### src/rtl/aes32_state_loader.sv
// Collects four 32-bit columns into one 128-bit AES state, optionally applying
// the initial AddRoundKey on capture, and holds it until the round stage takes it.
module aes32_state_loader #(
    parameter int ADD_KEY = 1
) (
    input  logic        clk,
    input  logic        rst,
    input  logic        in_valid,
    output logic        in_ready,
    input  logic [31:0] in_data,
    input  logic [31:0] key_word,
    input  logic        flush,
    output logic        out_valid,
    input  logic        out_ready,
    output logic [31:0] dout_0,
    output logic [31:0] dout_1,
    output logic [31:0] dout_2,
    output logic [31:0] dout_3,
    output logic [1:0]  word_cnt
);

    // Handshakes: a word moves when in_valid && in_ready; a state moves when
    // out_valid && out_ready. Neither side may depend on the other's valid.
    localparam logic [0:0] S_FILL = 1'b0;
    localparam logic [0:0] S_FULL = 1'b1;

    logic [0:0]  r_state;
    logic [1:0]  r_word_cnt;
    logic [31:0] r_col [4];

    logic        w_in_fill;
    logic        w_in_full;
    logic        w_handshake;
    logic        w_last_word;
    logic [31:0] w_cap_word;

    assign w_in_fill = (r_state == S_FILL);
    assign w_in_full = (r_state == S_FULL);

    // In FULL, a new word is only accepted when the held state leaves in the same cycle.
    assign in_ready = !rst && !flush && (w_in_fill || (w_in_full && out_ready));

    assign w_handshake = in_valid && in_ready;
    assign w_last_word = w_in_fill && (r_word_cnt == 2'd3);
    assign w_cap_word  = (ADD_KEY != 0) ? (in_data ^ key_word) : in_data;

    always_ff @(posedge clk or posedge rst) begin
        if (rst) begin
            r_state    <= S_FILL;
            r_word_cnt <= 2'd0;
            for (int i = 0; i < 4; i++) begin
                r_col[i] <= 32'h0;
            end
        end else begin
            if (w_handshake) begin
                r_col[r_word_cnt] <= w_cap_word;
                r_word_cnt        <= r_word_cnt + 2'd1;
            end else if (flush && w_in_fill) begin
                r_word_cnt <= 2'd0;
            end

            case (r_state)
                S_FILL: begin
                    if (w_handshake && w_last_word) begin
                        r_state <= S_FULL;
                    end
                end
                S_FULL: begin
                    if (out_ready) begin
                        r_state <= S_FILL;
                    end
                end
                default: r_state <= S_FILL;
            endcase
        end
    end

    assign out_valid = w_in_full;
    assign word_cnt  = r_word_cnt;
    assign dout_0    = r_col[0];
    assign dout_1    = r_col[1];
    assign dout_2    = r_col[2];
    assign dout_3    = r_col[3];

endmodule

### config.mk
export PLATFORM = sky130hd
export DESIGN_NAME = aes32_state_loader
export DESIGN_NICKNAME = d
export VERILOG_FILES = /design/src/rtl/aes32_state_loader.sv
export SDC_FILE = /design/constraint.sdc
export NUM_CORES = 1
export LEC_CHECK = 0
export CAP_MARGIN = 20
export CORE_MARGIN = 2
export CORE_UTILIZATION = 30
export CTS_BUF_LIST = sky130_fd_sc_hd__clkbuf_8
export CTS_CLUSTER_DIAMETER = 120
export DETAILED_ROUTE_END_ITERATION = 12
export HOLD_SLACK_MARGIN = 0.12
export PLACE_DENSITY = 0.59
export REMOVE_ABC_BUFFERS = 1
export SLEW_MARGIN = 25
export SYNTH_ARGS = -nofsm -noshare
export SYNTH_HDL_FRONTEND = slang
export SYNTH_SLANG_ARGS = --single-unit
### constraint.sdc
create_clock -name clk -period 6 [get_ports clk]
set_clock_uncertainty 0.15 [all_clocks]
set_input_delay 0.6 -clock clk [delete_from_list [all_inputs] [get_ports clk]]
set_output_delay 0.6 -clock clk [all_outputs]
set_load 0.03 [all_outputs]
==> Flow_metrics.wiki, run 1 <==
{| class="wikitable"
! Metric !! Value
|-
| Overall Global Routing Usage || 13.7%
|-
| Effective utilization at floorplan || 30.8%
|-
| Max transition margin || 37.6%
|-
| DR WL met3 || 794 um
|-
| Antenna Diode Count || 0
|-
| Largest cells by area after synthesis || sky130_fd_sc_hd__dfrtp_1 59%, sky130_fd_sc_hd__mux2_4 16%, sky130_fd_sc_hd__mux2_2 14%, sky130_fd_sc_hd__xor2_1 5.0%, sky130_fd_sc_hd__buf_6 1.6%
|-
| Clock latency of the later-clocked register in the worst-skew pair || 0.43 ns
|-
| Cell type group with the largest total delay on the critical path || buffers and inverters
|-
| Critical path depth in cells || 4
|-
| Launch instance of the worst register-to-register path || word_cnt[1]
|-
| Wire length of the first global-routing pass || 20,900 um
|-
| Postcts setup bufs || 0
|-
| Main combinational cell family by area after synthesis || multiplexers
|-
| R2r worst-path depth || 4
|-
| Slowest cell on the critical path || sky130_fd_sc_hd__clkdlybuf4s50_1
|-
| Peak supply drop || 0.178 mV
|-
| Clk slew on worst S/H paths || 0.07 ns
|-
| Achievable Freq || 0.329 GHz
|-
| Core Region || 18,100 sq um
|-
| Number of antenna violations at the first check in global routing || 0
|-
| Via count of the first global-routing pass || 3,815
|-
| Termination of the worst setup path || in_ready
|-
| Detailed-routing iteration count for the pre-antenna-repair pass || 3
|-
| Data arrival time at the worst-slack endpoint || 2.29 ns
|-
| Fraction of synthesized area in multiplexers || 30.1%
|-
| Total Nets Final || 606
|-
| Sequential fraction of design power || 37.3%
|-
| Maximum fanout count along the critical path || 6
|-
| Crit share post-route || 50.7%
|-
| Leftover overflow at the end of global routing || 0
|-
| Drt initial violations || 96
|-
| Endpoint class of the critical path || output pin
|-
| Post-detailed-route DRC marker count || 0
|-
| Setup tns final || 0 ns
|-
| Area share of the leading cell type in the synthesized netlist || 58.7%
|-
| DIE AREA || 19,700 sq um
|-
| Hold-fix buffers at CTS || 0
|-
| Max Cap Violations || 0
|-
| Final critical-path required period || 3.04 ns
|-
| Setup repair after global routing missed its margin || no
|-
| Lkg Pwr || 3.82 nW
|-
| Share of final-layout standard cells stronger than drive strength 1 || 30.3%
|-
| Height of the chip || 140 um
|-
| Critical R2R Capture || dout_0[13]
|-
| Number of standard cells in the final layout excluding fillers || 774
|-
| Growth of design area from synthesis to finish || 46.6%
|-
| Startpoint kind of the worst setup timing path || primary input
|-
| Cell occurring most often along the worst timing path || sky130_fd_sc_hd__clkdlybuf4s50_1
|-
| Critical path's largest stage delay || 0.67 ns
|-
| Part of the total power dissipated in the clock network || 26.9%
|-
| Area of the mapped netlist || 5590 sq um
|-
| Library cell occupying the most area in the post-synthesis netlist || sky130_fd_sc_hd__dfrtp_1
|-
| Met2 Wirelength || 6950 um
|-
| TritonCTS Buffers || 17
|-
| CTS Root Cell || sky130_fd_sc_hd__clkbuf_8
|-
| Ratio of total power to cell area || 385 nW/um^2
|-
| Setup violation total in the final timing report || 0
|-
| Design internal power || 2.12 mW
|-
| H-tree level count || 4
|-
| Source of the critical timing path || rst
|-
| Start point of the worst min-delay path || dout_0[29]
|-
| Count of instances resized after the clock tree is built || 0
|-
| Placer Congestion || 0.699
|-
| Worst min path class || reg2reg
|-
| Net switching power figure || 1.03 mW
|-
| Met1 wire length || 5160 um
|-
| Parity-gate share of the synthesized area counting xor and xnor cells || 5.02%
|-
| Number of placement rows || 49
|-
| Fraction of the mapped netlist area in compound gates || 0.0896%
|-
| Ordered cell list for the critical path || clkdlybuf4s50_1 -> nor2_4 -> and2_1 -> clkdlybuf4s50_1
|-
| Post-Synth Simple-Gate Area || 2.33%
|-
| Maximum buffer depth of the clock tree || 2
|-
| Post-detailed-route count of antenna-violating nets || 0
|-
| Slew Viols, Final || 0
|-
| Total power draw || 3.16 mW
|-
| Combinational power share || 35.8%
|-
| Routed wire length per instance || 16.9 um
|-
| CTS Sinks || 131
|-
| # port buffers || 200
|-
| Number of vias in the routed layout || 3,408
|-
| Top Ports || 201
|-
| Crit Path Category || in2out
|-
| Buffers plus inverters on the worst setup path || 2
|-
| Final wirelength || 13,100 um
|-
| Synth cell types || 17
|-
| Post-Syn Instances || 325
|-
| Highest metal layer with signal wires || met4
|-
| Post-synthesis adder-cell area fraction || 0.896%
|-
| Sequential cell area fraction in the yosys report || 58.7%
|-
| Half-perimeter wire length of the detailed placement result || 9040 um
|-
| Minimum setup slack among reg-to-reg paths || 3.68 ns
|-
| Maximum number of pins on one net before global-route repair || 84
|-
| Inst Count DP || 743
|-
| Data required time of the critical path || 5.25 ns
|-
| Number of synthesized register bits || 131
|-
| Slew of the pin with the lowest slew margin || 0.936 ns
|-
| Fraction of the core area covered by cells at the end of the flow || 45.1%
|-
| Die X-Extent || 140 um
|-
| Clock tree from TritonCTS || yes
|-
| Vias per Instance || 4.40
|-
| Status || finished clean
|-
| Synth warn || 0
|-
| Post-Synthesis Mean Instance Area || 17.2 sq um
|-
| Number of hold violations in the final report || 0
|-
| Proportion of total power due to net switching || 32.8%
|}
[layer usage]
metal	GRT usage [%]	vias up
met5	0	-
met2	24.4	111
met4	4.74	0
met3	4.75	11
met1	15.4	1735
li1	-	1551
[kinds of logic after synthesis]
kind of cell / count (synthesis)
xor+xnor: 32
mux: 130
buf+inv: 16
compound gates: 1
fa+ha+maj: 4
simple gates: 11
flops: 131
[power by group through the flow]
| stage | combinational, mW | sequential, mW | clock [mW] |
|---|---|---|---|
| finish | 1.13 | 1.18 | 0.848 |
| detailed placement | 1.14 | 1.19 | 0 |
| floorplan | 0.257 | 1.56 | 0 |
| global route | 1.18 | 1.20 | 0.917 |
| global placement | 1.13 | 1.18 | 0 |
| CTS | 1.15 | 1.18 | 0.877 |
[cells in the final DEF (no fill, tap or decap)]
cell / n
sky130_fd_sc_hd__clkdlybuf4s50_1: 200
sky130_fd_sc_hd__mux2_4: 59
sky130_fd_sc_hd__ha_1: 4
sky130_fd_sc_hd__bufinv_16: 5
sky130_fd_sc_hd__nand3_1: 1
sky130_fd_sc_hd__nand4_4: 4
sky130_fd_sc_hd__o21ai_0: 1
sky130_fd_sc_hd__clkinvlp_4: 2
sky130_fd_sc_hd__and2_1: 1
sky130_fd_sc_hd__xor2_1: 32
sky130_fd_sc_hd__buf_4: 1
sky130_fd_sc_hd__nand2b_1: 1
sky130_fd_sc_hd__dfrtp_1: 131
sky130_fd_sc_hd__clkbuf_8: 19
sky130_fd_sc_hd__clkinv_2: 3
sky130_fd_sc_hd__inv_6: 1
sky130_fd_sc_hd__nand2_1: 2
sky130_fd_sc_hd__mux2i_1: 2
sky130_fd_sc_hd__nor2_4: 1
sky130_fd_sc_hd__inv_1: 5
sky130_fd_sc_hd__nand2b_2: 1
sky130_fd_sc_hd__mux2_2: 69
[per-stage QoR]
step / area, sq um / worst slack (ns) / hold WS (ns)
after floorplan: 5440 / 1.75 / 0.549
after global routing: 8190 / 2.91 / 0.373
final: 8190 / 2.96 / 0.355
after global placement: 7740 / 2.97 / 0.338
after detailed placement: 7740 / 2.92 / 0.341
after CTS: 8190 / 2.99 / 0.360
[state kept, by name, summed over array words and instances (netlist names)]
signal,cells
dout_0,32
dout_1,32
dout_2,32
dout_3,32
word_cnt,2
out_valid,1
[synth_stat cells, drive strengths merged]
master	instances
nand2	2
mux2i	2
inv	4
nand2b	2
ha	4
o21ai	1
mux2	128
nand4	4
and2	1
nand3	1
nor2	1
xor2	32
dfrtp	131
buf	8
clkbuf	4
[how the worst min path moves through the flow]
stage                   to  slack (ns)  depth (start not counted)
6_report        dout_0[29]        0.36                          1
4_1_cts         dout_0[29]        0.36                          1
2_1_floorplan  word_cnt[1]        0.55                          2
5_1_grt         dout_0[29]        0.37                          1
3_3_place_gp    dout_3[28]        0.34                          1
3_5_place_dp     dout_1[1]        0.34                          1
[layout make-up]
type                    instances  area [sq um]
inverters                       4          20.0
clock buffers                  19           262
repair buffers                201          2010
multi-input cells             178          2150
flip-flops and latches        131          3280
clock inverters                12           188
fillers                      1637          9960
well taps                     229           287
Power figures use the tool's default switching activity.
==> inputs of run 2 (changes only) <==
==> constraint.sdc (replaced) <==
create_clock -name clk -period 3.1 [get_ports clk]
set_clock_uncertainty 0.15 [all_clocks]
set_input_delay 0.31 -clock clk [delete_from_list [all_inputs] [get_ports clk]]
set_output_delay 0.31 -clock clk [all_outputs]
set_load 0.03 [all_outputs]
==> Flow_metrics.wiki, run 2 (synthesis results as in run 1) <==
{| class="wikitable"
! Metric !! Value
|-
| Startpoint kind of the worst setup timing path || primary input (unchanged)
|-
| Effective utilization at floorplan || 30.8% (unchanged)
|-
| Worst min path class || in2async (was reg2reg)
|-
| Status || finished clean (unchanged)
|-
| DIE AREA || 19,700 sq um (unchanged)
|-
| CTS Root Cell || sky130_fd_sc_hd__clkbuf_8 (unchanged)
|-
| Max Cap Violations || 0 (unchanged)
|-
| H-tree level count || 4 (unchanged)
|-
| Slew Viols, Final || 0 (unchanged)
|-
| Antenna Diode Count || 0 (unchanged)
|-
| Routed wire length per instance || 16.5 um (was 16.9 um)
|-
| Placement Cell Area || 7820 sq um (was 7740 sq um)
|-
| Design internal power || 4.05 mW (was 2.12 mW)
|-
| Cell occurring most often along the worst timing path || sky130_fd_sc_hd__clkdlybuf4s50_1 (unchanged)
|-
| Maximum fanout count along the critical path || 6 (unchanged)
|-
| Net switching power figure || 1.98 mW (was 1.03 mW)
|-
| Via count of the first global-routing pass || 3,654 (was 3,815)
|-
| Setup repair after global routing missed its margin || no (unchanged)
|-
| Max transition margin || 46.1% (was 37.6%)
|-
| Crit share post-route || 77.8%
|-
| Data required time of the critical path || 2.64 ns (was 5.25 ns)
|-
| Ordered cell list for the critical path || clkdlybuf4s50_1 -> nor2_4 -> and2_1 -> clkdlybuf4s50_1 (unchanged)
|-
| Lkg Pwr || 3.86 nW (was 3.82 nW)
|-
| Most common cell after layout, fill and taps aside || sky130_fd_sc_hd__clkdlybuf4s50_1 (unchanged)
|-
| Fillers || 1,697 (was 1,637)
|-
| Total non-filler cell area in the finished layout || 8250 sq um (was 8190 sq um)
|-
| Ratio of total power to cell area || 731 nW/um^2 (was 385 nW/um^2)
|-
| Overall Global Routing Usage || 13.7% (about the same)
|-
| Slowest cell on the critical path || sky130_fd_sc_hd__clkdlybuf4s50_1 (unchanged)
|-
| Count of instances resized after the clock tree is built || 0 (unchanged)
|-
| Proportion of total power due to net switching || 32.9% (was 32.8%)
|-
| Worst hold slack || 0.253 ns (was 0.355 ns)
|-
| Height of the chip || 140 um (unchanged)
|-
| TritonCTS Buffers || 17 (unchanged)
|-
| Drt initial violations || 93 (was 96)
|-
| Final wirelength || 12,900 um (was 13,100 um)
|-
| Final critical-path required period || 2.41 ns
|-
| Core Region || 18,100 sq um (unchanged)
|-
| Most used cells in the layout excluding fill and tap cells || 200 x sky130_fd_sc_hd__clkdlybuf4s50_1, 131 x sky130_fd_sc_hd__dfrtp_1, 69 x sky130_fd_sc_hd__mux2_2 (unchanged)
|-
| Top Ports || 201 (unchanged)
|-
| Launch instance of the worst register-to-register path || word_cnt[0] (was word_cnt[1])
|-
| Number of placement rows || 49 (unchanged)
|-
| Achievable Freq || 0.415 GHz
|-
| Maximum number of pins on one net before global-route repair || 132 (was 84)
|-
| Vias per Instance || 4.31 (was 4.40)
|-
| Setup violation total in the final timing report || 0 (unchanged)
|-
| Die X-Extent || 140 um (unchanged)
|-
| Slew of the pin with the lowest slew margin || 0.808 ns (was 0.936 ns)
|-
| Total power draw || 6.03 mW (was 3.16 mW)
|-
| Half-perimeter wire length of the detailed placement result || 9300 um (was 9040 um)
|-
| Post-detailed-route DRC marker count || 0 (unchanged)
|-
| Clk slew on worst S/H paths || 0.08 ns (was 0.07 ns)
|-
| R2r worst-path depth || 5 (was 4)
|-
| Source of the critical timing path || rst (unchanged)
|-
| Wire length of the first global-routing pass || 20,800 um (was 20,900 um)
|-
| Detailed-routing iteration count for the pre-antenna-repair pass || 4 (was 3)
|-
| Total Nets Final || 611 (was 606)
|-
| Number of hold violations in the final report || 0 (unchanged)
|-
| Part of the total power dissipated in the clock network || 26.0% (was 26.9%)
|-
| Leftover overflow at the end of global routing || 0 (unchanged)
|-
| Maximum buffer depth of the clock tree || 2 (unchanged)
|-
| Clock tree from TritonCTS || yes (unchanged)
|-
| # port buffers || 200 (unchanged)
|-
| Endpoint class of the critical path || output pin (unchanged)
|-
| Number of vias in the routed layout || 3,359 (was 3,408)
|-
| Sequential fraction of design power || 37.6% (was 37.3%)
|-
| Peak supply drop || 0.301 mV (was 0.178 mV)
|-
| Hold-fix buffers at CTS || 0 (unchanged)
|-
| Clock latency of the later-clocked register in the worst-skew pair || 0.43 ns (about the same)
|-
| CTS Sinks || 131 (unchanged)
|-
| Postcts setup bufs || 0 (unchanged)
|-
| Number of antenna violations at the first check in global routing || 0 (unchanged)
|-
| Data arrival time at the worst-slack endpoint || 1.95 ns (was 2.29 ns)
|-
| Share of final-layout standard cells stronger than drive strength 1 || 30.9% (was 30.3%)
|-
| Crit Path Category || in2out (unchanged)
|-
| Post-detailed-route count of antenna-violating nets || 0 (unchanged)
|-
| Placer Congestion || 0.700 (was 0.699)
|-
| Combinational power share || 36.3% (was 35.8%)
|-
| Growth of design area from synthesis to finish || 47.7% (was 46.6%)
|-
| Critical path's largest stage delay || 0.66 ns (was 0.67 ns)
|}
[run 2: per-layer routing]
layer / GRT usage (%) / wire (um) / up-vias
li1: - / - / 1552
met1: 16.9 / 5470 / 1689
met2: 22.4 / 6390 / 111
met3: 5.16 / 899 / 7
met4: 3.95 / 132 / 0
met5: 0 / 0 / -
[run 2: metrics by stage]
stage / setup WS [ns] / setup TNS [ns] / util [%] / instances
after floorplan: -0.858 / -112.36 / - / 313
after global placement: 0.591 / 0 / 43.1 / 748
after detailed placement: 0.561 / 0 / 43.1 / 748
after CTS: 0.672 / 0 / 45.5 / 780
after global routing: 0.620 / 0 / 45.5 / 780
final: 0.690 / 0 / 45.5 / 780
[run 2: worst max-delay path, delay by kind of cell]
| family | cells | cell delay, ns |
|---|---|---|
| buf+inv | 2 | 1.16 |
| simple gates | 2 | 0.48 |
[run 2: final cells by class]
cell class / instances / area (sq um) / area share [%]
Inverter: 4 / 17.5 / 0.212
Sequential cell: 131 / 3280 / 39.7
Multi-Input combinational cell: 178 / 2150 / 26.0
Clock inverter: 12 / 163 / 1.97
Tap cell: 229 / 287 / 3.47
Clock buffer: 20 / 275 / 3.34
Timing Repair Buffer: 206 / 2080 / 25.3
[run 2: power groups by stage]
| stage | clock network, mW | registers [mW] | logic [mW] |
|---|---|---|---|
| final | 1.57 | 2.27 | 2.19 |
| after global routing | 1.72 | 2.32 | 2.29 |
| after CTS | 1.63 | 2.27 | 2.22 |
| after detailed placement | 0 | 2.30 | 2.22 |
| after global placement | 0 | 2.29 | 2.19 |
| after floorplan | 0 | 3.02 | 0.497 |
[run 2: final timing paths]
| path | endpoint | slack [ns] |
|---|---|---|
| min | word_cnt[0] | 0.25 |
| max | in_ready | 0.69 |
| max reg2reg | dout_2[30] | 1.06 |
| min reg2reg | dout_2[19] | 0.35 |
| min in group clk | dout_2[19] | 0.35 |
| max in group asynchronous | dout_3[23] | 1.86 |
==> inputs of run 3 (changes only) <==
--- a/config.mk
+++ b/config.mk
@@ -12,7 +12,7 @@
 export CTS_CLUSTER_DIAMETER = 120
 export DETAILED_ROUTE_END_ITERATION = 12
 export HOLD_SLACK_MARGIN = 0.12
-export PLACE_DENSITY = 0.59
+export PLACE_DENSITY = 0.62
 export REMOVE_ABC_BUFFERS = 1
 export SLEW_MARGIN = 25
 export SYNTH_ARGS = -nofsm -noshare
==> constraint.sdc (replaced) <==
create_clock -name clk -period 2 [get_ports clk]
set_clock_uncertainty 0.15 [all_clocks]
set_input_delay 0.2 -clock clk [delete_from_list [all_inputs] [get_ports clk]]
set_output_delay 0.2 -clock clk [all_outputs]
set_load 0.03 [all_outputs]
==> Flow_metrics.wiki, run 3 (synthesis results as in run 1) <==
{| class="wikitable"
! Metric !! Value
|-
| CTS Root Cell || sky130_fd_sc_hd__clkbuf_8 (unchanged)
|-
| Post-detailed-route count of antenna-violating nets || 0 (unchanged)
|-
| Slew of the pin with the lowest slew margin || 0.438 ns (was 0.808 ns)
|-
| Maximum buffer depth of the clock tree || 2 (unchanged)
|-
| Clock latency of the later-clocked register in the worst-skew pair || 0.43 ns (about the same)
|-
| Routed wire length per instance || 16.9 um (was 16.5 um)
|-
| Die X-Extent || 140 um (unchanged)
|-
| TritonCTS Buffers || 17 (unchanged)
|-
| Total Nets Final || 619 (was 611)
|-
| Placer Congestion || 0.727 (was 0.700)
|-
| # port buffers || 200 (unchanged)
|-
| Cell type group with the largest total delay on the critical path || buffers and inverters (unchanged)
|-
| Data required time of the critical path || 1.65 ns (was 2.64 ns)
|-
| Half-perimeter wire length of the detailed placement result || 9760 um (was 9300 um)
|-
| Most used cells in the layout excluding fill and tap cells || 198 x sky130_fd_sc_hd__clkdlybuf4s50_1, 131 x sky130_fd_sc_hd__dfrtp_1, 69 x sky130_fd_sc_hd__mux2_2 (was 200 x sky130_fd_sc_hd__clkdlybuf4s50_1, 131 x sky130_fd_sc_hd__dfrtp_1, 69 x sky130_fd_sc_hd__mux2_2)
|-
| Wire length of the first global-routing pass || 21,300 um (was 20,800 um)
|-
| Final wirelength || 13,300 um (was 12,900 um)
|-
| Worst hold slack || 0.357 ns (was 0.253 ns)
|-
| Effective utilization at floorplan || 30.8% (unchanged)
|-
| Drt initial violations || 107 (was 93)
|-
| Part of the total power dissipated in the clock network || 25.4% (was 26.0%)
|-
| Clk slew on worst S/H paths || 0.07 ns (was 0.08 ns)
|-
| Data arrival time at the worst-slack endpoint || 1.55 ns (was 1.95 ns)
|-
| Peak supply drop || 0.799 mV (was 0.301 mV)
|-
| Growth of design area from synthesis to finish || 49.9% (was 47.7%)
|-
| Endpoint class of the critical path || output pin (unchanged)
|-
| Maximum number of pins on one net before global-route repair || 52 (was 132)
|-
| Total non-filler cell area in the finished layout || 8380 sq um (was 8250 sq um)
|-
| Leftover overflow at the end of global routing || 0 (unchanged)
|-
| Startpoint kind of the worst setup timing path || flip-flop (was primary input)
|-
| Post-detailed-route DRC marker count || 0 (unchanged)
|-
| Ratio of total power to cell area || 1110 nW/um^2 (was 731 nW/um^2)
|-
| Vias per Instance || 4.40 (was 4.31)
|-
| Slowest cell on the critical path || sky130_fd_sc_hd__clkdlybuf4s50_1 (unchanged)
|-
| Max Cap Violations || 0 (unchanged)
|-
| Antenna Diode Count || 0 (unchanged)
|-
| Setup violation total in the final timing report || 0 (unchanged)
|-
| Clock tree from TritonCTS || yes (unchanged)
|-
| Place WS || 0.0568 ns (was 0.561 ns)
|-
| Overall Global Routing Usage || 13.9% (was 13.7%)
|-
| Placement Cell Area || 7950 sq um (was 7820 sq um)
|-
| Slew Viols, Final || 0 (unchanged)
|-
| Total power draw || 9.31 mW (was 6.03 mW)
|-
| Critical path's largest stage delay || 0.70 ns (was 0.66 ns)
|-
| CTS Sinks || 131 (unchanged)
|-
| Number of antenna violations at the first check in global routing || 0 (unchanged)
|-
| Multi-input gate area || 2150 sq um (unchanged)
|-
| Inst Count DP || 755 (was 748)
|-
| Combinational power share || 36.7% (was 36.3%)
|-
| DIE AREA || 19,700 sq um (unchanged)
|-
| Worst Slack Setup Final || 0.0980 ns (was 0.690 ns)
|-
| Flip-flop and latch area || 3280 sq um (unchanged)
|-
| Crit share post-route || 95.1%
|-
| H-tree level count || 4 (unchanged)
|-
| Number of vias in the routed layout || 3,457 (was 3,359)
|-
| Buffers plus inverters on the worst setup path || 1 (was 2)
|-
| Final critical-path required period || 1.90 ns
|-
| Lkg Pwr || 3.92 nW (was 3.86 nW)
|-
| Design internal power || 6.22 mW (was 4.05 mW)
|-
| Maximum fanout count along the critical path || 5 (was 6)
|-
| Crit Path Category || reg2out (was in2out)
|-
| Core Region || 18,100 sq um (unchanged)
|-
| Status || finished clean (unchanged)
|-
| Max transition margin || 70.7% (was 46.1%)
|-
| Net switching power figure || 3.10 mW (was 1.98 mW)
|-
| Number of standard cells in the final layout excluding fillers || 786 (was 780)
|-
| Setup repair after global routing missed its margin || no (unchanged)
|-
| Via count of the first global-routing pass || 3,881 (was 3,654)
|-
| Number of placement rows || 49 (unchanged)
|-
| Height of the chip || 140 um (unchanged)
|-
| Worst min path class || reg2reg (was in2async)
|-
| Share of final-layout standard cells stronger than drive strength 1 || 31.8% (was 30.9%)
|-
| Proportion of total power due to net switching || 33.3% (was 32.9%)
|-
| Fillers || 1,598 (was 1,697)
|-
| Top Ports || 201 (unchanged)
|-
| Detailed-routing iteration count for the pre-antenna-repair pass || 4 (unchanged)
|-
| Most common cell after layout, fill and taps aside || sky130_fd_sc_hd__clkdlybuf4s50_1 (unchanged)
|-
| Number of hold violations in the final report || 0 (unchanged)
|-
| Ordered cell list for the critical path || clkdlybuf4s50_1 (was clkdlybuf4s50_1 -> nor2_4 -> and2_1 -> clkdlybuf4s50_1)
|-
| Achievable Freq || 0.526 GHz
|-
| Sequential fraction of design power || 37.9% (was 37.6%)
|}
==> run 3: final cells by class <==
class | instances | share of cell area, %
sequential | 131 | 39.1
clock buffer | 18 | 2.96
inverter | 4 | 0.209
tap | 229 | 3.42
clock inverter | 12 | 1.99
multi-input combinational | 178 | 25.6
timing repair buffer | 214 | 26.6
==> run 3: metal layers <==
| metal | global-route usage, % | vias to the layer above | wire length (um) |
|---|---|---|---|
| li1 | - | 1570 | - |
| met1 | 15.6 | 1749 | 5240 |
| met2 | 24.4 | 122 | 6810 |
| met3 | 5.68 | 16 | 1030 |
| met4 | 4.16 | 0 | 182 |
| met5 | 0 | - | 0 |
==> run 3: path summary, 6_finish.rpt <==
check                       startpoint  slack [ns]          end  cells after the start
min                         dout_3[30]        0.36   dout_3[30]                      1
max in group asynchronous          rst        0.57   dout_3[16]                      5
max reg2reg                word_cnt[0]        0.25   dout_2[11]                      5
min in group asynchronous          rst        0.60   dout_0[13]                      4
max                        word_cnt[1]         0.1  word_cnt[1]                      1
min reg2reg                 dout_3[30]        0.36   dout_3[30]                      1
==> run 3: power by group through the flow <==
| stage | clock network (mW) | registers [mW] | logic [mW] |
|---|---|---|---|
| finish | 2.36 | 3.53 | 3.42 |
| floorplan | 0 | 4.68 | 0.770 |
| global route | 2.57 | 3.60 | 3.58 |
| global placement | 0 | 3.56 | 3.41 |
| detailed placement | 0 | 3.58 | 3.46 |
| CTS | 2.46 | 3.53 | 3.46 |
==> run 3: repair_timing <==
| action | 4_1_cts | 5_1_grt |
|---|---|---|
| resized for setup | 1 | 0 |
| endpoints found under the hold margin | 9 | 0 |
| hold buffers | 1 | 0 |
| endpoints found under the setup margin | 1 | 0 |
| buffers inserted | 0 | 0 |
==> run 3: stage by stage <==
stage | setup TNS [ns] | util, %
2_1_floorplan | -247.04 | -
3_3_place_gp | 0 | 43.8
3_5_place_dp | 0 | 43.8
4_1_cts | 0 | 46.2
5_1_grt | 0 | 46.2
6_report | 0 | 46.2
